### config.mk
export PLATFORM = sky130hd
export DESIGN_NAME = mem_arbiter
export DESIGN_NICKNAME = d
export VERILOG_FILES = /design/src/rtl/vi_mem_pkg.sv /design/src/rtl/mem_arb_prio.sv /design/src/rtl/mem_arbiter.sv
export SDC_FILE = /design/constraint.sdc
export NUM_CORES = 1
export LEC_CHECK = 0
export CORE_AREA = 4 4 296 298
export DETAILED_ROUTE_END_ITERATION = 6
export DIE_AREA = 0 0 300 302
export SYNTH_ARGS = -nofsm -noshare
export SYNTH_HDL_FRONTEND = slang
export SYNTH_HIERARCHICAL = 1
export SYNTH_SLANG_ARGS = --single-unit
### constraint.sdc
create_clock -name clk_i -period 3.6 [get_ports clk_i]
set_input_delay 0.54 -clock clk_i [delete_from_list [all_inputs] [get_ports clk_i]]
set_output_delay 0.54 -clock clk_i [all_outputs]
set_load 0.005 [all_outputs]
### src/rtl/vi_mem_pkg.sv
// Shared types for the cache-to-memory arbiter.
// States, grant encoding and line-offset helper.
package vi_mem_pkg;

    localparam int ADDR_W_DEF = 20;
    localparam int LINE_W_DEF = 128;

    typedef enum logic [2:0] {
        IDLE,
        I_FILL,
        D_WB,
        D_GAP,
        D_FILL,
        RESP
    } mem_arb_state_t;

    typedef enum logic [1:0] {
        GRANT_NONE,
        GRANT_I,
        GRANT_D
    } grant_t;

    function automatic int off_w(input int line_w);
        return $clog2(line_w / 8);
    endfunction

endpackage

### src/rtl/mem_arb_prio.sv
// Data-priority grant with an icache starvation guard.
// The counter only moves when a grant is actually issued.
module mem_arb_prio
    import vi_mem_pkg::*;
#(
    parameter int STARVE_MAX = 2
) (
    input  logic   clk_i,
    input  logic   rsn_i,
    input  logic   en,
    input  logic   ic_rqst,
    input  logic   dc_rqst,
    output grant_t grant
);

    localparam int CW = (STARVE_MAX > 0) ? $clog2(STARVE_MAX + 1) : 1;
    localparam logic [CW-1:0] CNT_MAX = CW'(STARVE_MAX);

    logic [CW-1:0] starve_cnt;

    always_comb begin
        grant = GRANT_NONE;
        if (en) begin
            if (ic_rqst && dc_rqst) begin
                grant = (starve_cnt == CNT_MAX) ? GRANT_I : GRANT_D;
            end else if (dc_rqst) begin
                grant = GRANT_D;
            end else if (ic_rqst) begin
                grant = GRANT_I;
            end
        end
    end

    always_ff @(posedge clk_i or negedge rsn_i) begin
        if (!rsn_i) begin
            starve_cnt <= '0;
        end else if (grant == GRANT_I) begin
            starve_cnt <= '0;
        end else if (grant == GRANT_D && ic_rqst && starve_cnt != CNT_MAX) begin
            starve_cnt <= starve_cnt + 1'b1;
        end
    end

endmodule

### src/rtl/mem_arbiter.sv
// Serialises icache fills and dcache writeback+fill onto one memory port.
// All outputs are registered; addresses leave line-aligned.
module mem_arbiter
    import vi_mem_pkg::*;
#(
    parameter int ADDR_W     = ADDR_W_DEF,
    parameter int LINE_W     = LINE_W_DEF,
    parameter int STARVE_MAX = 2
) (
    input  logic              clk_i,
    input  logic              rsn_i,
    input  logic              ic_rqst_i,
    input  logic [ADDR_W-1:0] ic_addr_i,
    output logic              ic_data_ready_o,
    output logic [LINE_W-1:0] ic_data_o,
    output logic [ADDR_W-1:0] ic_addr_o,
    input  logic              dc_rqst_i,
    input  logic [ADDR_W-1:0] dc_addr_i,
    input  logic              dc_wb_i,
    input  logic [ADDR_W-1:0] dc_wb_addr_i,
    input  logic [LINE_W-1:0] dc_wb_data_i,
    output logic              dc_data_ready_o,
    output logic [LINE_W-1:0] dc_data_o,
    output logic [ADDR_W-1:0] dc_addr_o,
    output logic              mem_rqst_o,
    output logic              mem_we_o,
    output logic [ADDR_W-1:0] mem_addr_o,
    output logic [LINE_W-1:0] mem_data_o,
    input  logic              mem_ack_i,
    input  logic [LINE_W-1:0] mem_data_i,
    output logic              busy_o
);

    localparam int OFF = off_w(LINE_W);
    localparam logic [ADDR_W-1:0] OFF_MASK = ADDR_W'((1 << OFF) - 1);

    mem_arb_state_t state, state_next;
    grant_t grant;

    logic [ADDR_W-1:0] fill_addr, fill_addr_n;
    logic [ADDR_W-1:0] addr_n;
    logic [LINE_W-1:0] wdata_n;
    logic rqst_n, we_n, ack, ic_load, dc_load;

    mem_arb_prio #(
        .STARVE_MAX(STARVE_MAX)
    ) u_prio (
        .clk_i  (clk_i),
        .rsn_i  (rsn_i),
        .en     (state == IDLE),
        .ic_rqst(ic_rqst_i),
        .dc_rqst(dc_rqst_i),
        .grant  (grant)
    );

    // Acks only count while a request is actually outstanding.
    assign ack = mem_rqst_o && mem_ack_i;

    always_comb begin
        state_next  = state;
        rqst_n      = mem_rqst_o;
        we_n        = mem_we_o;
        addr_n      = mem_addr_o;
        wdata_n     = mem_data_o;
        fill_addr_n = fill_addr;
        ic_load     = 1'b0;
        dc_load     = 1'b0;
        unique case (state)
            IDLE: begin
                unique case (grant)
                    GRANT_I: begin
                        state_next = I_FILL;
                        rqst_n     = 1'b1;
                        we_n       = 1'b0;
                        addr_n     = ic_addr_i & ~OFF_MASK;
                    end
                    GRANT_D: begin
                        rqst_n      = 1'b1;
                        fill_addr_n = dc_addr_i & ~OFF_MASK;
                        if (dc_wb_i) begin
                            state_next = D_WB;
                            we_n       = 1'b1;
                            addr_n     = dc_wb_addr_i & ~OFF_MASK;
                            wdata_n    = dc_wb_data_i;
                        end else begin
                            state_next = D_FILL;
                            we_n       = 1'b0;
                            addr_n     = dc_addr_i & ~OFF_MASK;
                        end
                    end
                    default: ;
                endcase
            end
            I_FILL: begin
                if (ack) begin
                    state_next = RESP;
                    rqst_n     = 1'b0;
                    ic_load    = 1'b1;
                end
            end
            D_WB: begin
                if (ack) begin
                    state_next = D_GAP;
                    rqst_n     = 1'b0;
                end
            end
            D_GAP: begin
                state_next = D_FILL;
                rqst_n     = 1'b1;
                we_n       = 1'b0;
                addr_n     = fill_addr;
            end
            D_FILL: begin
                if (ack) begin
                    state_next = RESP;
                    rqst_n     = 1'b0;
                    dc_load    = 1'b1;
                end
            end
            RESP: state_next = IDLE;
            default: state_next = IDLE;
        endcase
    end

    always_ff @(posedge clk_i or negedge rsn_i) begin
        if (!rsn_i) begin
            state           <= IDLE;
            fill_addr       <= '0;
            mem_rqst_o      <= 1'b0;
            mem_we_o        <= 1'b0;
            mem_addr_o      <= '0;
            mem_data_o      <= '0;
            ic_data_ready_o <= 1'b0;
            ic_data_o       <= '0;
            ic_addr_o       <= '0;
            dc_data_ready_o <= 1'b0;
            dc_data_o       <= '0;
            dc_addr_o       <= '0;
            busy_o          <= 1'b0;
        end else begin
            state           <= state_next;
            fill_addr       <= fill_addr_n;
            mem_rqst_o      <= rqst_n;
            mem_we_o        <= we_n;
            mem_addr_o      <= addr_n;
            mem_data_o      <= wdata_n;
            ic_data_ready_o <= ic_load;
            dc_data_ready_o <= dc_load;
            busy_o          <= (state_next != IDLE);
            if (ic_load) begin
                ic_data_o <= mem_data_i;
                ic_addr_o <= mem_addr_o;
            end
            if (dc_load) begin
                dc_data_o <= mem_data_i;
                dc_addr_o <= mem_addr_o;
            end
        end
    end

endmodule

==> impl_results.md <==
- Cells along the critical path: nor3_1 -> buf_4 -> nand2_1 -> a21oi_1 -> ha_1 -> or2_2 -> a21oi_1 -> nor2_2 -> mux2_2
- Insertion delay to the later sink of the worst-skew pair: 0.59 ns
- Highest net fanout along the worst path: 16
- Number of H-tree branching levels: 2
- Mapped Cells: 1103
- Element type at the critical path start: flip-flop
- Top area cells in the synthesized netlist: dfrtp_1 (64%), mux2_2 (25%), mux2_4 (4.1%)
- Initial drt markers: 484
- Synth-to-layout area growth: 60.1%
- Worst slew margin relative to its limit: 0.412
- Aggregate global-route resource usage: 0.127
- Area of the core: 84900 sq um
- Net Switching: 7.12 mW
- Number of port buffers: 746
- XOR/XNOR share of the synthesized area: 0.000490
- Average via count per standard cell: 3.96
- Power Internal: 18.2 mW
- Cell taking the most area after synthesis: dfrtp_1
- Violated checks: hold timing
- Adder and majority cell fraction of the synthesized area: 0.00210
- Total Wirelength: 60200 um
- Seq cells post-synth: 458
- Final-layout setup total negative slack: 0 ns
- Sequential element share of the synthesized area: 0.641
- Reg-to-reg critical path startpoint: state[0]$_DFF_PN0_
- Period Utilization, post-route: 0.775
- Switching fraction of total power: 0.281
- Number of warning messages in the yosys log: 6
- Gates resized, CTS repair: 0
- Maximum clock insertion buffer count: 3
- Cell area after layout: 28600 sq um
- Total iterations of the first detailed-routing run: 4
- Max-Cap Viols: 0
- Number of rows created at floorplan: 107
- Post-detailed-route wirelength per cell: 19.6 um
- Share of the synthesized area in the top cell type: 0.641
- Worst setup path endpoint: mem_addr_o[15]$_DFFE_PN0P_
- Chip width: 300 um
- RSZ-0062 raised after global routing: false
- Delay of the slowest cell on the worst path: 0.68 ns
- Average size of a mapped cell: 16.2 sq um
- Congestion Overflow GR: 0
- Synthesized-area fraction occupied by ao, oa, aoi and oai cells: 0.0213
- Static leakage: 12.0 nW
- Number of clock sinks: 458
- Maximum vdd drop: 0.427 mV
- Path type of the worst setup path: reg -> reg
- Worst Reg2Reg Path Length in Cells: 9
- Netlist Area Pre-Place: 17900 sq um
- Via Count: 12157
- Hold bufs inserted after CTS: 0
- Height of the die: 302 um
- Run status: finished, violations left
- CTS tree: done
- Cell area after placement: 26800 sq um
- Number of library cell types mapped by synthesis: 35
- Worst endpoint required time: 4.07 ns
- Root buffer cell: clkbuf_16
- Part of the power in combinational logic: 0.412
- Source of the critical timing path: state[0]$_DFF_PN0_
- Power per cell area: 884 nW/um^2
- Combined buffer and inverter count along the critical path: 1
- Placer Congestion: 0.823
- Critical Path End Type: flip-flop
- Number of nets with antenna violations after routing: 0
- Count of unresolved DRC violations after routing: 0
- Arrival @ worst endpoint: 3.26 ns
- First-pass GRT wire length: 88500 um
- Combinational family with the most area after synthesis: multiplexers
- Io pins: 771
- Net count of the finished layout: 2202
- Most used DFF post-synth: dfrtp_1
- Number of slew-limit violations in the final report: 0
- Post-DP HPWL: 46200 um
- Fraction of layout cells with a size suffix above 1: 0.297
- Filler instances: 8376
- Pin count of the biggest net entering global routing: 102
- Maximum frequency from static timing analysis: 358 MHz
- Max stage delay cell, worst path: nor2_2
- Multiplexer area fraction after synthesis: 0.295
- R2R setup slack: 0.81 ns
- Share of power burned in the clock network: 0.222
- Final period demand of the worst path: 2.79 ns
- Worst hold slack: -0.00853 ns
- Actual transition at the worst max-transition pin: 0.881 ns
- Post-synth ARST share: 1.00
- Most prevalent standard cell on the critical path: a21oi_1
- Depth of the critical timing path with buffers and inverters included: 9
- Number of global-route vias before repair: 13557
- Path type of the worst min-delay path: in -> async
- Hold violation total from the final report: 2
- Final count of negative-setup-slack endpoints: 0
- Overall die area: 90600 sq um
- Post-CTS clock slew at the launch and capture registers of the worst setup and hold paths: 0.06 ns
- Simple-Gate Fraction of Synth Area: 0.0137
- Clock tree skew after final layout: 0.0146 ns
- Number of clock buffers inserted by TritonCTS: 54
- Sequential share of power: 0.366
- Number of post-CTS setup repair buffers: 0
- Number of enable-type register cells in the synthesized netlist: 0
- Initial antenna violation count: 4
- Starting density of the core: 0.211
- Reg2Reg Capture Point: mem_addr_o[15]$_DFFE_PN0P_
- Worst path top cell family by delay: simple AND/OR/NAND/NOR gates
[power by group through the flow]
stage | clock network [mW] | logic (mW) | registers, mW
floorplan | 0 | 3.66 | 9.25
global placement | 0 | 10.4 | 9.22
detailed placement | 0 | 10.6 | 9.35
CTS | 5.84 | 10.7 | 9.30
global route | 6.05 | 11.1 | 9.60
finish | 5.63 | 10.4 | 9.26
[cells in the mapped netlist (all sizes together) (2+ instances only)]
master / n
or2: 2
inv: 8
nand2b: 7
mux2: 442
o21ai: 4
dfrtp: 458
nor2: 7
mux2i: 11
a211oi: 11
nor3: 2
or3: 3
nand2: 27
buf: 57
a31oi: 6
clkbuf: 17
a2bb2oi: 11
o211ai: 11
a21oi: 5
ha: 3
[cells in the final DEF (no fill, tap or decap), types with 2 or more instances in the layout]
master,count
a211oi_1,11
a21oi_1,5
a2bb2oi_1,11
a31oi_1,6
buf_12,10
buf_4,25
bufinv_16,5
clkbuf_1,12
clkbuf_16,55
clkbuf_8,12
clkdlybuf4s50_1,745
clkinv_2,11
clkinvlp_4,2
conb_1,12
dfrtp_1,458
diode_2,2
ha_1,3
inv_1,8
mux2_2,393
mux2_4,49
mux2i_1,11
nand2_1,27
nand2b_1,7
nor2_1,6
nor3_1,2
o211ai_1,11
o21ai_0,4
or3_1,2
[metal layers]
metal	routed length, um	global-route usage	vias to the layer above	part of all wire
met5	13	0	-	0.00022
met4	2020	0.0437	2	0.034
met3	4170	0.0388	101	0.069
met2	31100	0.228	407	0.52
met1	22900	0.143	6180	0.38
li1	-	-	5467	-
[flip-flops by register name (all words and copies together), names as in the netlist]
register	flops
mem_we_o	1
mem_data_o	128
u_prio/starve_cnt	2
dc_data_ready_o	1
mem_addr_o	16
ic_data_o	128
state	3
dc_addr_o	16
dc_data_o	128
fill_addr	16
busy_o	1
ic_data_ready_o	1
ic_addr_o	16
mem_rqst_o	1
[through the flow]
step                      worst slack (ns)  hold WS [ns]  power, mW  std cells   util
after floorplan                      0.851         0.244       12.9       1114      -
after global placement               0.567         0.467       19.7       2965  0.316
after detailed placement             0.575         0.475       20.0       2965  0.316
after CTS                            0.777       0.00370       25.8       3065  0.337
after global routing                 0.539        0.0303       26.8       3065  0.337
final                                0.810      -0.00853       25.3       3067  0.337
[worst min-delay path by stage]
stage                                      from                                to  slack [ns]  cells past startpoint
2_1_floorplan                             rsn_i                  busy_o$_DFF_PN0_        0.24                      0
3_3_place_gp   u_prio/starve_cnt[0]$_DFFE_PN0P_  u_prio/starve_cnt[0]$_DFFE_PN0P_        0.47                      1
3_5_place_dp   u_prio/starve_cnt[0]$_DFFE_PN0P_  u_prio/starve_cnt[0]$_DFFE_PN0P_        0.47                      1
4_1_cts                                   rsn_i         dc_data_o[85]$_DFFE_PN0P_       0.004                      1
5_1_grt                                   rsn_i         ic_data_o[62]$_DFFE_PN0P_        0.03                      1
6_report                                  rsn_i         dc_data_o[85]$_DFFE_PN0P_      -0.009                      1
[cells by family after synthesis]
group	after synthesis
DFF	458
muxes	453
buffers and inverters	82
and+or+nand+nor	53
AOI/OAI and AO/OA	52
adders and majority gates	3
other	1
xor gates and xnor gates	1
[final cells by class]
class | instances | area [sq um] | share of cell area
inverter | 8 | 30.0 | 0.00105
timing repair buffer | 781 | 7860 | 0.275
tap | 1144 | 1430 | 0.0500
multi-input combinational | 574 | 6000 | 0.210
clock inverter | 21 | 258 | 0.00900
sequential | 458 | 11500 | 0.400
clock buffer | 79 | 1590 | 0.0554
antenna | 2 | 5.00 | 0.000175
No activity file was read; power rests on OpenSTA's default activity.
